File: config.mk
export PLATFORM = sky130hd
export DESIGN_NAME = bk_serial_add_ctrl
export DESIGN_NICKNAME = d
export VERILOG_FILES = /design/src/rtl/bk_serial_add_ctrl.sv
export SDC_FILE = /design/constraint.sdc
export NUM_CORES = 1
export LEC_CHECK = 0
export ABC_AREA = 1
export CORE_MARGIN = 1
export CORE_UTILIZATION = 30
export DETAILED_ROUTE_END_ITERATION = 10
export GPL_TIMING_DRIVEN = 0
export PLACE_DENSITY = 0.58
export SLEW_MARGIN = 20
export SYNTH_ARGS = -nofsm -noshare
export SYNTH_HDL_FRONTEND = slang
export SYNTH_SLANG_ARGS = --single-unit
export TNS_END_PERCENT = 50
File: constraint.sdc
create_clock -name clk -period 1.65 [get_ports clk]
set_input_delay 0.4125 -clock clk [delete_from_list [all_inputs] [get_ports clk]]
set_output_delay 0.4125 -clock clk [all_outputs]
set_load 0.01 [all_outputs]
File: src/rtl/bk_serial_add_ctrl.sv
// ---------------------------------------------------------------------------
// bk_serial_add_ctrl
//   Byte-serial wide adder built around a single 8-bit Brent-Kung adder.
//   Operands are accepted through a valid/ready handshake, then added one
//   byte per clock, LSB byte first. The carry between bytes is held in a
//   register. The result is offered through a second valid/ready handshake.
//
// Parameters
//   NBYTES    operand width in bytes (W = 8*NBYTES), legal range 2..16
//
// Ports
//   clk        rising-edge clock
//   rst_n      asynchronous active-low reset
//   in_valid   operand request
//   in_ready   controller can accept operands (IDLE)
//   a, b       W-bit operands, sampled only at the accepting edge
//   cin        carry into byte 0
//   sub        (BK_SUB_EN only) 1 = compute a - b; cin is ignored
//   abort      synchronous cancel; blocks acceptance, drops RUN/DONE work
//   busy       an operation is in progress (RUN or DONE)
//   out_valid  result available (DONE)
//   out_ready  consumer accepts result
//   sum        W-bit result, meaningful only while out_valid=1
//   cout       carry out of the top byte (for sub: 1 = no borrow)
//
// Build option
//   BK_SUB_EN  adds the `sub` port and two's-complement subtraction.
// ---------------------------------------------------------------------------

module Brent_kung_8bit (
    input  logic [7:0] a,
    input  logic [7:0] b,
    input  logic       cin,
    output logic [7:0] s,
    output logic       cout
);
    logic [7:0] g;
    logic [7:0] p;
    // Group generate/propagate for spans (i:0), index i
    logic [7:0] gg;
    logic [7:0] gp;
    logic [8:0] c;

    // Intermediate spans of the up-sweep
    logic g10, p10, g32, p32, g54, p54, g76, p76;
    logic g30, p30, g74, p74;

    always_comb begin
        g = a & b;
        p = a ^ b;

        // Up-sweep
        g10 = g[1] | (p[1] & g[0]);  p10 = p[1] & p[0];
        g32 = g[3] | (p[3] & g[2]);  p32 = p[3] & p[2];
        g54 = g[5] | (p[5] & g[4]);  p54 = p[5] & p[4];
        g76 = g[7] | (p[7] & g[6]);  p76 = p[7] & p[6];

        g30 = g32 | (p32 & g10);     p30 = p32 & p10;
        g74 = g76 | (p76 & g54);     p74 = p76 & p54;

        gg = '0;
        gp = '0;
        gg[0] = g[0];                gp[0] = p[0];
        gg[1] = g10;                 gp[1] = p10;
        gg[3] = g30;                 gp[3] = p30;
        gg[7] = g74 | (p74 & g30);   gp[7] = p74 & p30;

        // Down-sweep
        gg[5] = g54 | (p54 & g30);   gp[5] = p54 & p30;
        gg[2] = g[2] | (p[2] & g10); gp[2] = p[2] & p10;
        gg[4] = g[4] | (p[4] & g30); gp[4] = p[4] & p30;
        gg[6] = g[6] | (p[6] & gg[5]); gp[6] = p[6] & gp[5];

        c[0] = cin;
        for (int unsigned i = 0; i < 8; i++) begin
            c[i+1] = gg[i] | (gp[i] & cin);
        end

        s    = p ^ c[7:0];
        cout = c[8];
    end
endmodule

module bk_serial_add_ctrl #(
    parameter int unsigned NBYTES = 4
) (
    input  logic                clk,
    input  logic                rst_n,
    input  logic                in_valid,
    output logic                in_ready,
    input  logic [8*NBYTES-1:0] a,
    input  logic [8*NBYTES-1:0] b,
    input  logic                cin,
`ifdef BK_SUB_EN
    input  logic                sub,
`endif
    input  logic                abort,
    output logic                busy,
    output logic                out_valid,
    input  logic                out_ready,
    output logic [8*NBYTES-1:0] sum,
    output logic                cout
);
    localparam int unsigned W  = 8 * NBYTES;
    localparam int unsigned CW = $clog2(NBYTES);

    typedef enum logic [1:0] {
        IDLE = 2'd0,
        RUN  = 2'd1,
        DONE = 2'd2
    } state_t;

    state_t          state, state_nxt;
    logic [W-1:0]    a_sh, b_sh;
    logic            carry;
    logic [CW-1:0]   cnt;
    logic            accept;
    logic            last;
    logic [7:0]      add_s;
    logic            add_cout;
    logic [W-1:0]    b_load;
    logic            carry_load;

    Brent_kung_8bit u_bk (
        .a    (a_sh[7:0]),
        .b    (b_sh[7:0]),
        .cin  (carry),
        .s    (add_s),
        .cout (add_cout)
    );

    assign accept = in_valid && in_ready && !abort;
    assign last   = (cnt == CW'(NBYTES - 1));

`ifdef BK_SUB_EN
    // Subtraction as a + ~b + 1
    assign b_load     = sub ? ~b : b;
    assign carry_load = sub ? 1'b1 : cin;
`else
    assign b_load     = b;
    assign carry_load = cin;
`endif

    // State register
    always_ff @(posedge clk or negedge rst_n) begin
        if (!rst_n) begin
            state <= IDLE;
        end else begin
            state <= state_nxt;
        end
    end

    // Next-state logic
    always_comb begin
        state_nxt = state;
        case (state)
            IDLE: if (accept)               state_nxt = RUN;
            RUN:  if (abort)                state_nxt = IDLE;
                  else if (last)            state_nxt = DONE;
            DONE: if (abort || out_ready)   state_nxt = IDLE;
            default:                        state_nxt = IDLE;
        endcase
    end

    // Outputs; in_ready is gated by rst_n so it stays low throughout reset
    always_comb begin
        in_ready  = (state == IDLE) && rst_n;
        busy      = (state != IDLE);
        out_valid = (state == DONE);
    end

    // Datapath
    always_ff @(posedge clk or negedge rst_n) begin
        if (!rst_n) begin
            a_sh  <= '0;
            b_sh  <= '0;
            carry <= 1'b0;
            cnt   <= '0;
            sum   <= '0;
            cout  <= 1'b0;
        end else begin
            case (state)
                IDLE: begin
                    if (accept) begin
                        a_sh  <= a;
                        b_sh  <= b_load;
                        carry <= carry_load;
                        cnt   <= '0;
                    end
                end
                RUN: begin
                    if (!abort) begin
                        sum   <= {add_s, sum[W-1:8]};
                        a_sh  <= {8'h00, a_sh[W-1:8]};
                        b_sh  <= {8'h00, b_sh[W-1:8]};
                        carry <= add_cout;
                        cnt   <= cnt + 1'b1;
                        if (last) begin
                            cout <= add_cout;
                        end
                    end
                end
                default: ;
            endcase
        end
    end
endmodule

### Word level (Yosys, flattened, before mapping)

Cells that the tools add are included.

| storage, ports and cells | value |
|---|---|
| register bits after elaboration | 102 |
| input bits | 70 |
| output and inout bits | 36 |
| word-level logic and storage cells | 97 |

| cells by class | value |
|---|---|
| add/subtract/negate cells | 1 |
| equal/unequal tests | 7 |
| mux-type cells | 17 |
| bitwise gates (word level) | 53 |
| reduce and logical (&&, ||, !) cells | 12 |

Operator list:

| kind | number |
|---|---|
| $mux W32 | 4 |
| $pmux W32 S2 | 2 |
| $and A1 B1 Y1 | 30 |
| $or A1 B1 Y1 | 19 |
| $xor A8 B8 Y8 | 2 |
| $mux W2 | 6 |
| $reduce_and A3 Y1 | 3 |
| $and A8 B8 Y8 | 1 |
| $pmux W2 S3 | 1 |
| $eq A2 B2 Y1 const B | 2 |
| $ne A2 B2 Y1 const B | 2 |
| $pmux W2 S2 | 1 |
| $reduce_bool A2 Y1 | 2 |
| $logic_and A1 B1 Y1 | 3 |
| $ne A3 B3 Y1 const B | 1 |
| $add A2 B1 Y2 const B | 1 |
| $eq A2 B1 Y1 const B | 1 |
| $logic_not A2 Y1 | 1 |
| $mux W1 | 2 |
| $ne A2 B1 Y1 const B | 1 |
| $pmux W1 S2 | 1 |
| $reduce_and A2 Y1 | 1 |
| $logic_not A1 Y1 | 1 |
| $logic_or A1 B1 Y1 | 1 |
| $not A1 Y1 | 1 |

### Logic depth before layout (Yosys ltp)

Gate-level depths: netlist of the first run.

| depth | value |
|---|---|
| depth after elaboration | 11 |
| mapped depth | 12 |
| depth with buffers taken out | 12 |

### Hierarchy

Synthesis of the first run repeated with hierarchy kept, for this count alone.

| unflattened totals | value |
|---|---|
| cell total of the unflattened synthesis | 650 |
| area, all modules | 5032.3 sq um |

By module, submodules not included:

| module | instances | cells an instance | area an instance (sq um) | seq. area each (sq um) |
|---|---|---|---|---|
| bk_serial_add_ctrl | 1 | 597 | 4692.0 | 2552.4 |
| Brent_kung_8bit | 1 | 53 | 340.3 | 0.0 |

### Worst setup path before layout of the first run

OpenSTA, ideal clock, no wires.

| timing | value |
|---|---|
| path kind | reg-to-reg |
| start point | reg state[0] |
| end point | reg cnt[1] |
| setup time | 0.121 ns |
| data arrival time | 1.422 ns |
| data required time | 1.529 ns |
| setup slack | 0.107 ns |
| stages on the path, launching flop included | 9 |
| buffers on the path | 1 |
| clock period less this slack | 1.543 ns |
| cell sequence | dfrtp_1 > nor2_1 > inv_1 > nor2_1 > nand3b_1 > nand2_2 > inv_1 > clkbuf_1 > a22o_1 |

| between the ends | value |
|---|---|
| word-level cells in the longest chain between the ends | 6 |
| elaborated cells on any way between the ends | 10 |
| those cells by class | eq/ne: 3; mux: 1; reduce/logical: 6 |

RTL lines:

| item | line | source |
|---|---|---|
| start, declared | 113 | `state_t state, state_nxt;` |
| start signal, assigned | 149 | `state <= state_nxt;` |
| $logic_not A2 Y1 | 167 | `in_ready = (state == IDLE) && rst_n;` |
| $logic_and A1 B1 Y1 | 167 |  |
| via in_ready | 90 | `output logic in_ready,` |
| $logic_and A1 B1 Y1 (2 in a row) | 132 | `assign accept = in_valid && in_ready && !abort;` |
| $ne A2 B2 Y1 (no line) | n/a |  |
| $reduce_and A3 Y1 (no line) | n/a |  |
| end signal, assigned | 197 | `cnt <= cnt + 1'b1;` |
| end, declared | 116 | `logic [CW-1:0] cnt;` |

The timed path passes the listed nets, and every way through them passes these cells.
A chain may end at the register's enable or synchronous reset.

### Worst setup path after layout of the first run

| timing | value |
|---|---|
| start point | reg state[0] |
| end point | out busy |

| between the ends | value |
|---|---|
| word-level cells in the longest chain between the ends | 1 |

RTL lines:

| item | line | source |
|---|---|---|
| $reduce_bool A2 Y1 | 168 | `busy = (state != IDLE);` |
| end, declared | 98 | `output logic busy,` |

Every way passes these cells.

==> impl_metrics.csv, run 1 <==
group,metric,value,unit
sta,worstMarginPinSlew,0.8163,ns
sta,finalCritPeriodShare,0.9840,
die,dieHeight,126.2,µm
logic_synthesis,synth_most_common_cell,"nand2_1",
cts,cts_buffers,9,
route,via_count,4052,
placed_design,gp_congestion,0.8184,
sta,maxSlewViolCount,0,
logic_synthesis,synth.yosys.seq_area_share,0.5518,
sta,setup_viol,0,
sta,post-route-min-period,1.624,ns
global_routing,grt_start_max_net_pins,35,
logic_synthesis,ys_ff_latch,102,
placed_design,place_inst,832,
route,drc,0,
logic_synthesis,synth_commonest_cells,"153 x nand2_1, 102 x dfrtp_1, 74 x o21ai_0",
setup_path,crit_fanout,4,
pwr,ir_drop,0.6739,mV
placed_design,dp_hpwl,9.246,mm
logic_synthesis,yosysWarnings,0,
run,drv_cap,0,
sta,skew,0.007799,ns
cts,cts-root-buf,"clkbuf_16",
setup_path,cp_data_arrival_time,1.21,ns
global_routing,grt_usage,0.1658,
setup_path,worst-setup-path-type,"flop to output pin",
route,post_drt_wl_per_cell,14.84,µm
hold_path,hp-class,"primary input to async pin",
sta,max_freq,615.9,MHz
logic_synthesis,avgSynthCellArea,8.598,µm²
route,first_pass_iters,4,
cts,worstSkewPairLatency,0.35,ns
cts,path_clk_slew,0.07,ns
layout,seq_area,0.002554,mm²
sta,rsz0062_at_grt,"true",
global_routing,grt_antenna_before_repair,0,
layout,final_nets,743,
die,io_pins,106,
route,routed_wl,12.71,mm
global_routing,overflow,0,
die,rows,45,
route,via_per_inst,4.734,
layout,drive_gt1_frac,0.1243,
setup_path,worst_setup_path_start_kind,"flop",
sta,report.final.hold_viol_count,0,
run_status,status,"finished clean",
layout,fillers,1527,
setup_path,required,1.24,ns
logic_synthesis,synth_cell_types,30,
die,die_area,0.01592,mm²
logic_synthesis,synth_nets,618,
route,postRouteAntennaNets,0,
logic_synthesis,synth.area.top_cells,"dfrtp_1 55%, nand2_1 12%, o21ai_0 8.0%, inv_1 4.1%, nand3_1 2.7%",
sta,slew-limit-headroom,0.4540,
sta,holdWs,0.01512,ns
setup_path,end_kind,"output pin",
placed_design,io_buffer_count,105,
layout,area_delta_synth_final,42.95,%
setup_path,r2r.worst_path.cells,9,
layout,diodes,0,
cts,cts_buffer_depth,2,
layout,final_core_util,0.4366,
cts,htree_levels,3,
die,start_util,0.3054,
logic_synthesis,synth_flop_cell,"dfrtp_1",
pwr,power.density,1462,mW/mm²
global_routing,grt_pass1_vias,4075,
logic_synthesis,async_flop_share,1.000,
sta,fin_setup_tns,0,ns
placed_design,place_area,0.005941,mm²
die,die_width,126.2,µm
layout,multi_input_area,0.001841,mm²
global_routing,grt_pass1_wl,20.39,mm
die,core,0.01515,mm²
cts,clock-sinks,102,
pwr,leakage,3.150,nW
layout,final_cell_count_no_fill,856,
logic_synthesis,synth_edf_count,0,
route,drtIter0Drc,196,
logic_synthesis,yosysTopAreaCellShare,0.5518,
cts,cts_tree,"built",
logic_synthesis,syn_inst,538,
layout,finalInstanceArea,0.006613,mm²
logic_synthesis,synth_area_leader_cell,"dfrtp_1",
logic_synthesis,synth_area,0.004626,mm²
## layer usage
| metal | track usage | wire (µm) | up-vias | part of all wire |
|---|---|---|---|---|
| met5 | 0 | 0 | - | 0 |
| met4 | 0.04252 | 137 | 0 | 0.011 |
| met3 | 0.03271 | 531 | 14 | 0.042 |
| met2 | 0.2779 | 6137 | 109 | 0.48 |
| met1 | 0.2191 | 5898 | 1922 | 0.46 |
| li1 | - | - | 2007 | - |
## worst max-delay path, stage by stage, from the launching register on
cell,delay [ns]
dfrtp_1,0.42
nor2_1,0.11
inv_1,0.06
dlygate4sd2_1,0.28
## power by group
part	internal, W	switching (W)
combinational	0.00159	0.00179
clock	0.00138	0.000953
sequential	0.00340	0.000555
## placed cells by master (no fill, tap or decap), types with 4 or more instances in the layout
cell             count
dlygate4sd2_1       25
nand3_1             22
o211ai_1            15
dfrtp_1            101
nor2_1              19
ha_1                 4
nor2_2               7
o21ai_0             65
inv_1               50
buf_4               10
clkbuf_1             4
clkbuf_2             8
clkbuf_16           10
ha_4                 5
o21ai_1             18
a31oi_1             19
buf_2                4
a21oi_1              4
clkbuf_4             4
dlymetal6s2s_1       9
clkdlybuf4s50_1     68
nand2_1            151
## path summary, 6_finish.rpt
kind	start	endpoint	slack (ns)
worst max-delay path	state[0]	busy	0.03
worst min-delay path	rst_n	sum[8]	0.02
worst max register to register	state[0]	b_sh[1]	0.08
worst min register to register	sum[5]	sum[5]	0.48
max in group asynchronous	rst_n	a_sh[12]	0.32
min in group clk	sum[5]	sum[5]	0.48
## cell families (layout without fill, tap and decap cells)
kind of cell    after synthesis  count (layout)  share of synthesized area
buf+inv                      85             215                    0.07736
flops                       102             102                     0.5518
fa+ha+maj                    10              10                    0.02867
mux                           1               1                   0.002434
xor+xnor                      3               3                   0.005681
simple gates                210             210                     0.1810
compound gates              127             127                     0.1531
## stage by stage
step | setup slack, ns | power (W)
2_1_floorplan | 0.1070 | 0.005652
3_3_place_gp | -3.964 | 0.007179
3_5_place_dp | -0.6771 | 0.007278
4_1_cts | 0.00005174 | 0.009473
5_1_grt | -0.06467 | 0.01037
6_report | 0.02641 | 0.009668
## what timing repair did
| item | in CTS | in global routing |
|---|---|---|
| gates cloned | 2 | 2 |
| setup endpoints to repair | 110 | 106 |
| setup buffers | 2 | 2 |
| gates resized for setup | 44 | 79 |
| hold buffers | 2 | 0 |
| pin swaps | 0 | 3 |
| hold endpoints to repair | 34 | 0 |
## state kept, by name, indices dropped and copies added (netlist names)
register	count
state	2
sum	32
cnt	2
b_sh	32
carry	1
a_sh	32
cout	1
## area by class of cell
class | count | area share
Sequential cell | 102 | 0.3862
Multi-Input combinational cell | 351 | 0.2783
Timing Repair Buffer | 116 | 0.1864
Clock buffer | 10 | 0.03614
Tap cell | 188 | 0.03557
Buffer | 30 | 0.03273
Inverter | 53 | 0.03046
Clock inverter | 6 | 0.01419
No activity file was read; power rests on OpenSTA's default activity.
==> run 2: changes to the inputs <==
--- a/config.mk
+++ b/config.mk
@@ -7,12 +7,13 @@
 export LEC_CHECK = 0
 export ABC_AREA = 1
 export CORE_MARGIN = 1
-export CORE_UTILIZATION = 30
+export CORE_UTILIZATION = 50
 export DETAILED_ROUTE_END_ITERATION = 10
 export GPL_TIMING_DRIVEN = 0
-export PLACE_DENSITY = 0.58
+export PLACE_DENSITY = 0.85
 export SLEW_MARGIN = 20
 export SYNTH_ARGS = -nofsm -noshare
 export SYNTH_HDL_FRONTEND = slang
+export SYNTH_HIERARCHICAL = 1
 export SYNTH_SLANG_ARGS = --single-unit
 export TNS_END_PERCENT = 50
==> run 2 against run 1 <==
Net effect:
- the run now ends with negative setup slack left
- count of clock-buffer cells in the layout grew 4
- setup slack lost 0.23 ns
- maximum frequency shrank 12%
- routed wire length grew 14%
- via count grew 23%
- register-to-register slack lost 0.29 ns
- critical path depth grew 11
- sequential power shrank 3%
- first-iteration DRC count grew 49%
- critical path type is now flop to flop
- largest power group unchanged
==> impl_metrics.csv, run 2 <==
group,metric,value,unit
pwr,ir_drop,0.5848,mV
sta,maxSlewViolCount,0,
sta,holdWs,0.04156,ns
global_routing,grt_pass1_vias,4777,
setup_path,cp_data_arrival_time,2.16,ns
sta,rsz0062_at_grt,"true",
global_routing,grt_antenna_before_repair,0,
route,routed_wl,14.47,mm
cts,cts_buffer_depth,2,
logic_synthesis,synth_area_leader_cell,"dfrtp_1",
logic_synthesis,synth.area.top_cells,"dfrtp_1 51%, nand2_1 20%, nand3_1 13%, o21ai_0 3.2%, ha_1 2.2%",
sta,post-route-min-period,1.855,ns
route,via_per_inst,5.347,
layout,top_regs,"a_sh: 32 flops, b_sh: 32 flops, sum: 32 flops",
run_status,status,"finished, violations left",
route,first_pass_iters,5,
logic_synthesis,synth_most_common_cell,"nand2_1",
die,start_util,0.5148,
cts,cts-root-buf,"clkbuf_8",
run_status,violations,"negative setup slack",
sta,fin_ws,-0.2054,ns
layout,fillers,735,
layout,area_delta_synth_final,38.74,%
logic_synthesis,synth_flop_cell,"dfrtp_1",
layout,final_cell_mix,"265 x nand2_1, 135 x nand3_1, 100 x dfrtp_1",
sta,finalCritPeriodShare,1.125,
global_routing,grt_pass1_wl,21.76,mm
route,via_count,4999,
setup_path,crit_fanout,3,
setup_path,required,1.95,ns
layout,diodes,0,
layout,finalInstanceArea,0.006982,mm²
placed_design,dp_hpwl,9.327,mm
sta,skew,0.007954,ns
cts,path_clk_slew,0.10,ns
die,io_pins,106,
pwr,internal_power,0.005787,W
logic_synthesis,synth_area,0.005032,mm²
layout,final_nets,877,
setup_path,worst_setup_path_start_kind,"flop",
die,die_width,102.3,µm
placed_design,gp_congestion,0.8622,
logic_synthesis,async_flop_share,1.000,
die,die_area,0.01047,mm²
cts,cts_tree,"built",
logic_synthesis,synth_cell_types,23,
cts,htree_levels,3,
route,drc,0,
sta,slew-limit-headroom,0.6786,
logic_synthesis,yosysWarnings,6,
pwr,swShare,0.3567,
sta,max_freq,539.0,MHz
cts,cts_buffers,9,
global_routing,overflow,0,
layout,final_cell_count_no_fill,935,
logic_synthesis,yosysTopAreaCellShare,0.5072,
hold_path,hp-class,"primary input to async pin",
layout,drive_gt1_frac,0.1372,
global_routing,grt_usage,0.2753,
pwr,leakage,3.713,nW
pwr,clockPowerShare,0.193,
cts,clock-sinks,102,
logic_synthesis,synth_nets,730,
setup_path,end_kind,"flop",
layout,final_common_cell,"nand2_1",
pwr,comb_power_share,0.378,
cts,worstSkewPairLatency,0.38,ns
setup_path,worst-setup-path-type,"flop to flop",
logic_synthesis,synth_commonest_cells,"271 x nand2_1, 135 x nand3_1, 102 x dfrtp_1",
placed_design,io_buffer_count,105,
die,rows,36,
logic_synthesis,synth_edf_count,0,
placed_design,place_area,0.006282,mm²
route,post_drt_wl_per_cell,15.47,µm
logic_synthesis,synth.yosys.seq_area_share,0.5072,
logic_synthesis,ys_ff_latch,102,
sta,worstMarginPinSlew,0.4821,ns
global_routing,grt_start_max_net_pins,52,
logic_synthesis,syn_inst,650,
die,dieHeight,102.3,µm
route,postRouteAntennaNets,0,
pwr,power.density,1288,mW/mm²
placed_design,pre_cts_ws,-1.045,ns
sta,report.final.hold_viol_count,0,
logic_synthesis,avgSynthCellArea,7.742,µm²
run,drv_cap,0,
pwr,p_sw,0.003208,W
route,drtIter0Drc,293,
pwr,p_seq_frac,0.428,
sta,setup_viol,8,
die,core,0.009774,mm²
placed_design,place_inst,889,
## run 2: critical path, cell delays in order, from the launching register on
cell	delay, ns
dfrtp_2	0.46
ha_4	0.32
nand2_4	0.06
inv_2	0.06
nand2_2	0.06
nand2_1	0.08
nand2_1	0.07
nand3_2	0.09
nand2_2	0.08
nand2_2	0.08
nand2_1	0.05
nand2_1	0.07
inv_2	0.05
buf_4	0.13
o21ai_1	0.11
## run 2: power groups by stage
stage	clock network, W	logic (W)	registers [W]
floorplan	0	0.00146	0.00391
global placement	0	0.00288	0.00381
detailed placement	0	0.00301	0.00385
CTS	0.00171	0.00309	0.00381
global route	0.00186	0.00374	0.00392
finish	0.00174	0.00340	0.00385
## run 2: kinds of logic after synthesis
logic type                 after synthesis  synth area share
DFF                                    102            0.5072
adders and majority gates               10           0.02636
AOI/OAI and AO/OA                       36           0.03580
buffers and inverters                   76           0.06415
xor gates and xnor gates                 6           0.01044
and+or+nand+nor                        420            0.3560
## run 2: worst paths after layout
path | startpoint | end | slack (ns) | depth (start not counted)
max | a_sh[3] | cout | -0.21 | 14
min | rst_n | sum[13] | 0.04 | 3
max reg2reg | a_sh[3] | cout | -0.21 | 14
min reg2reg | sum[0] | sum[0] | 0.50 | 2
max in group asynchronous | rst_n | sum[2] | 0.91 | 3
min in group clk | sum[0] | sum[0] | 0.50 | 2
## run 2: routing by layer
metal / routed length [µm] / global-route usage / up-vias
li1: - / - / 2380
met1: 5500 / 0.3178 / 2346
met2: 7685 / 0.5023 / 228
met3: 807 / 0.03694 / 45
met4: 476 / 0.1341 / 0
met5: 0 / 0 / -
## run 2: cell type report
type                            count  area, µm²  area share
Clock inverter                      2      37.54    0.005376
Buffer                             42      232.7     0.03333
Inverter                           32      120.1     0.01720
Timing Repair Buffer              138       1394      0.1996
Clock buffer                       14      182.7     0.02616
Multi-Input combinational cell    472       2293      0.3285
Sequential cell                   102       2555      0.3659
Tap cell                          133      166.4     0.02384
## run 2: repair_timing
action	CTS	global route
setup endpoints to repair	73	103
gates cloned	1	1
resized for setup	78	27
setup buffers	17	8
pin swaps	11	12
endpoints found under the hold margin	49	49
## run 2: through the flow
| stage | setup TNS [ns] | total power (W) | util |
|---|---|---|---|
| final | -0.9873 | 0.008995 | 0.7143 |
| after global routing | -2.044 | 0.009519 | 0.7143 |
| after CTS | -0.1185 | 0.008614 | 0.6911 |
| after detailed placement | -35.30 | 0.006858 | 0.6427 |
| after global placement | -630.65 | 0.006685 | 0.6398 |
| after floorplan | 0 | 0.005366 | - |
==> run 3: changes to the inputs <==
--- a/config.mk
+++ b/config.mk
@@ -7,10 +7,10 @@
 export LEC_CHECK = 0
 export ABC_AREA = 1
 export CORE_MARGIN = 1
-export CORE_UTILIZATION = 50
+export CORE_UTILIZATION = 51
 export DETAILED_ROUTE_END_ITERATION = 10
 export GPL_TIMING_DRIVEN = 0
-export PLACE_DENSITY = 0.85
+export PLACE_DENSITY = 0.86
 export SLEW_MARGIN = 20
 export SYNTH_ARGS = -nofsm -noshare
 export SYNTH_HDL_FRONTEND = slang
==> run 3 against run 2 <==
Net effect:
- setup slack improved by 0.034 ns
- the flow still finishes with violations (negative setup slack)
- hold slack improved by 0.0047 ns
- critical path type unchanged
- critical endpoint is now sum[30]
- sequential cell count unchanged
==> impl_metrics.csv, run 3 (synthesis results as in run 2) <==
group,metric,value,unit
sta,report.final.hold_viol_count,0,
setup_path,cp_data_arrival_time,2.11,ns
cts,htree_levels,3,
die,core,0.009415,mm²
placed_design,io_buffer_count,105,
layout,final_cell_mix,"264 x nand2_1, 135 x nand3_1, 102 x dfrtp_1",
setup_path,worst-setup-path-type,"flop to flop",
die,start_util,0.5345,
die,io_pins,106,
global_routing,grt_start_max_net_pins,48,
setup_path,cpMaxStageDelayCell,"dfrtp_1",
pwr,p_total,0.009120,W
placed_design,place_inst,885,
layout,final_core_util,0.7460,
sta,setup_viol,8,
die,rows,35,
cts,cts_buffer_depth,2,
global_routing,grt_pass1_wl,22.68,mm
layout,drive_gt1_frac,0.1405,
route,drc,0,
setup_path,crit_fanout,3,
setup_path,worst_setup_path_start_kind,"flop",
global_routing,grt_usage,0.2872,
route,topRoutingLayerUsed,"met4",
route,post_drt_wl_per_cell,15.83,µm
layout,diodes,0,
sta,maxSlewViolCount,0,
cts,worstSkewPairLatency,0.38,ns
pwr,ir_drop,0.6302,mV
sta,finalCritPeriodShare,1.104,
die,die_width,101.3,µm
route,via_count,5107,
cts,path_clk_slew,0.10,ns
hold_path,hp-class,"primary input to async pin",
cts,cts-root-buf,"clkbuf_8",
route,postRouteAntennaNets,0,
run_status,violations,"negative setup slack",
placed_design,dp_hpwl,9.609,mm
layout,final_nets,879,
route,routed_wl,14.77,mm
placed_design,gp_congestion,0.8738,
sta,slew-limit-headroom,0.6617,
global_routing,overflow,0,
setup_path,critPathTopFamily,"flip-flops",
route,wl_met2,7.561,mm
layout,final_common_cell,"nand2_1",
pwr,leakage,3.741,nW
cts,cts_buffers,9,
die,dieHeight,101.3,µm
cts,cts_tree,"built",
sta,holdWs,0.04627,ns
route,first_pass_iters,5,
setup_path,path_cells,"ha_4 -> nand2_4 -> inv_2 -> nand2_1 -> nand2_1 -> nand2_1 -> nand3_2 -> buf_4 -> buf_4 -> xor2_1 -> nand2_1 -> o21ai_1",
setup_path,required,1.94,ns
layout,final_cell_count_no_fill,933,
run_status,status,"finished, violations left",
sta,rsz0062_at_grt,"true",
route,met3WireLength,882,µm
layout,finalInstanceArea,0.007024,mm²
run,drv_cap,0,
sta,post-route-min-period,1.821,ns
route,drtIter0Drc,320,
sta,skew,0.01404,ns
layout,area_delta_synth_final,39.58,%
sta,worstMarginPinSlew,0.5075,ns
route,wl_met1,5.624,mm
setup_path,path_buf_inv,3,
sta,fin_ws,-0.1710,ns
layout,top_regs,"a_sh: 32 flops, b_sh: 32 flops, sum: 32 flops",
setup_path,cpPeakStageDelay,0.44,ns
pwr,power.density,1298,mW/mm²
global_routing,grt_antenna_before_repair,0,
die,die_area,0.01027,mm²
global_routing,grt_pass1_vias,5077,
setup_path,cp_common_cell,"nand2_1",
setup_path,end_kind,"flop",
placed_design,place_area,0.006277,mm²
cts,clock-sinks,102,
route,via_per_inst,5.474,
sta,max_freq,549.2,MHz
run 3: cell type report:
class | count | area, µm²
fillers | 674 | 2391
repair buffers | 139 | 1394
multi-input cells | 472 | 2296
flip-flops and latches | 102 | 2552
plain buffers | 43 | 257.7
well taps | 129 | 161.4
clock buffers | 12 | 165.2
inverters | 32 | 120.1
clock inverters | 4 | 77.57
run 3: worst paths after layout:
path / start / endpoint / slack [ns] / cells after the start
setup / recovery: a_sh[3] / sum[30] / -0.17 / 12
hold reg to reg: sum[6] / sum[6] / 0.49 / 2
min in group clk: sum[6] / sum[6] / 0.49 / 2
hold / removal: rst_n / sum[6] / 0.05 / 3
setup reg to reg: a_sh[3] / sum[30] / -0.17 / 12
max in group asynchronous: rst_n / b_sh[10] / 0.92 / 3
run 3: layer usage:
| metal | track usage | vias to the layer above |
|---|---|---|
| met5 | 0 | - |
| met2 | 0.5228 | 262 |
| met4 | 0.1561 | 0 |
| met1 | 0.3201 | 2407 |
| li1 | - | 2377 |
| met3 | 0.04900 | 61 |
run 3: what timing repair did:
| item | in CTS | in global routing |
|---|---|---|
| gates cloned | 1 | 1 |
| endpoints found under the setup margin | 77 | 42 |
| setup buffers | 18 | 8 |
| pin swaps | 7 | 13 |
| hold endpoints to repair | 45 | 45 |
| gates resized for setup | 77 | 38 |
run 3: power breakdown:
group	total (W)	switching (W)	internal, W
registers	0.00384	0.000553	0.00329
logic	0.00341	0.00180	0.00162
clock network	0.00186	0.000879	0.000985
run 3: per-stage QoR:
stage	setup WS (ns)	TNS, ns
finish	-0.1710	-0.7524
global route	-0.2542	-1.986
CTS	-0.1072	-0.1766
detailed placement	-1.043	-34.47
global placement	-4.413	-632.57
floorplan	0.02673	0
run 3: tightest hold or removal path: stages:
cell	delay, ns
buf_16	0.10
buf_12	0.10
buf_12	0.16
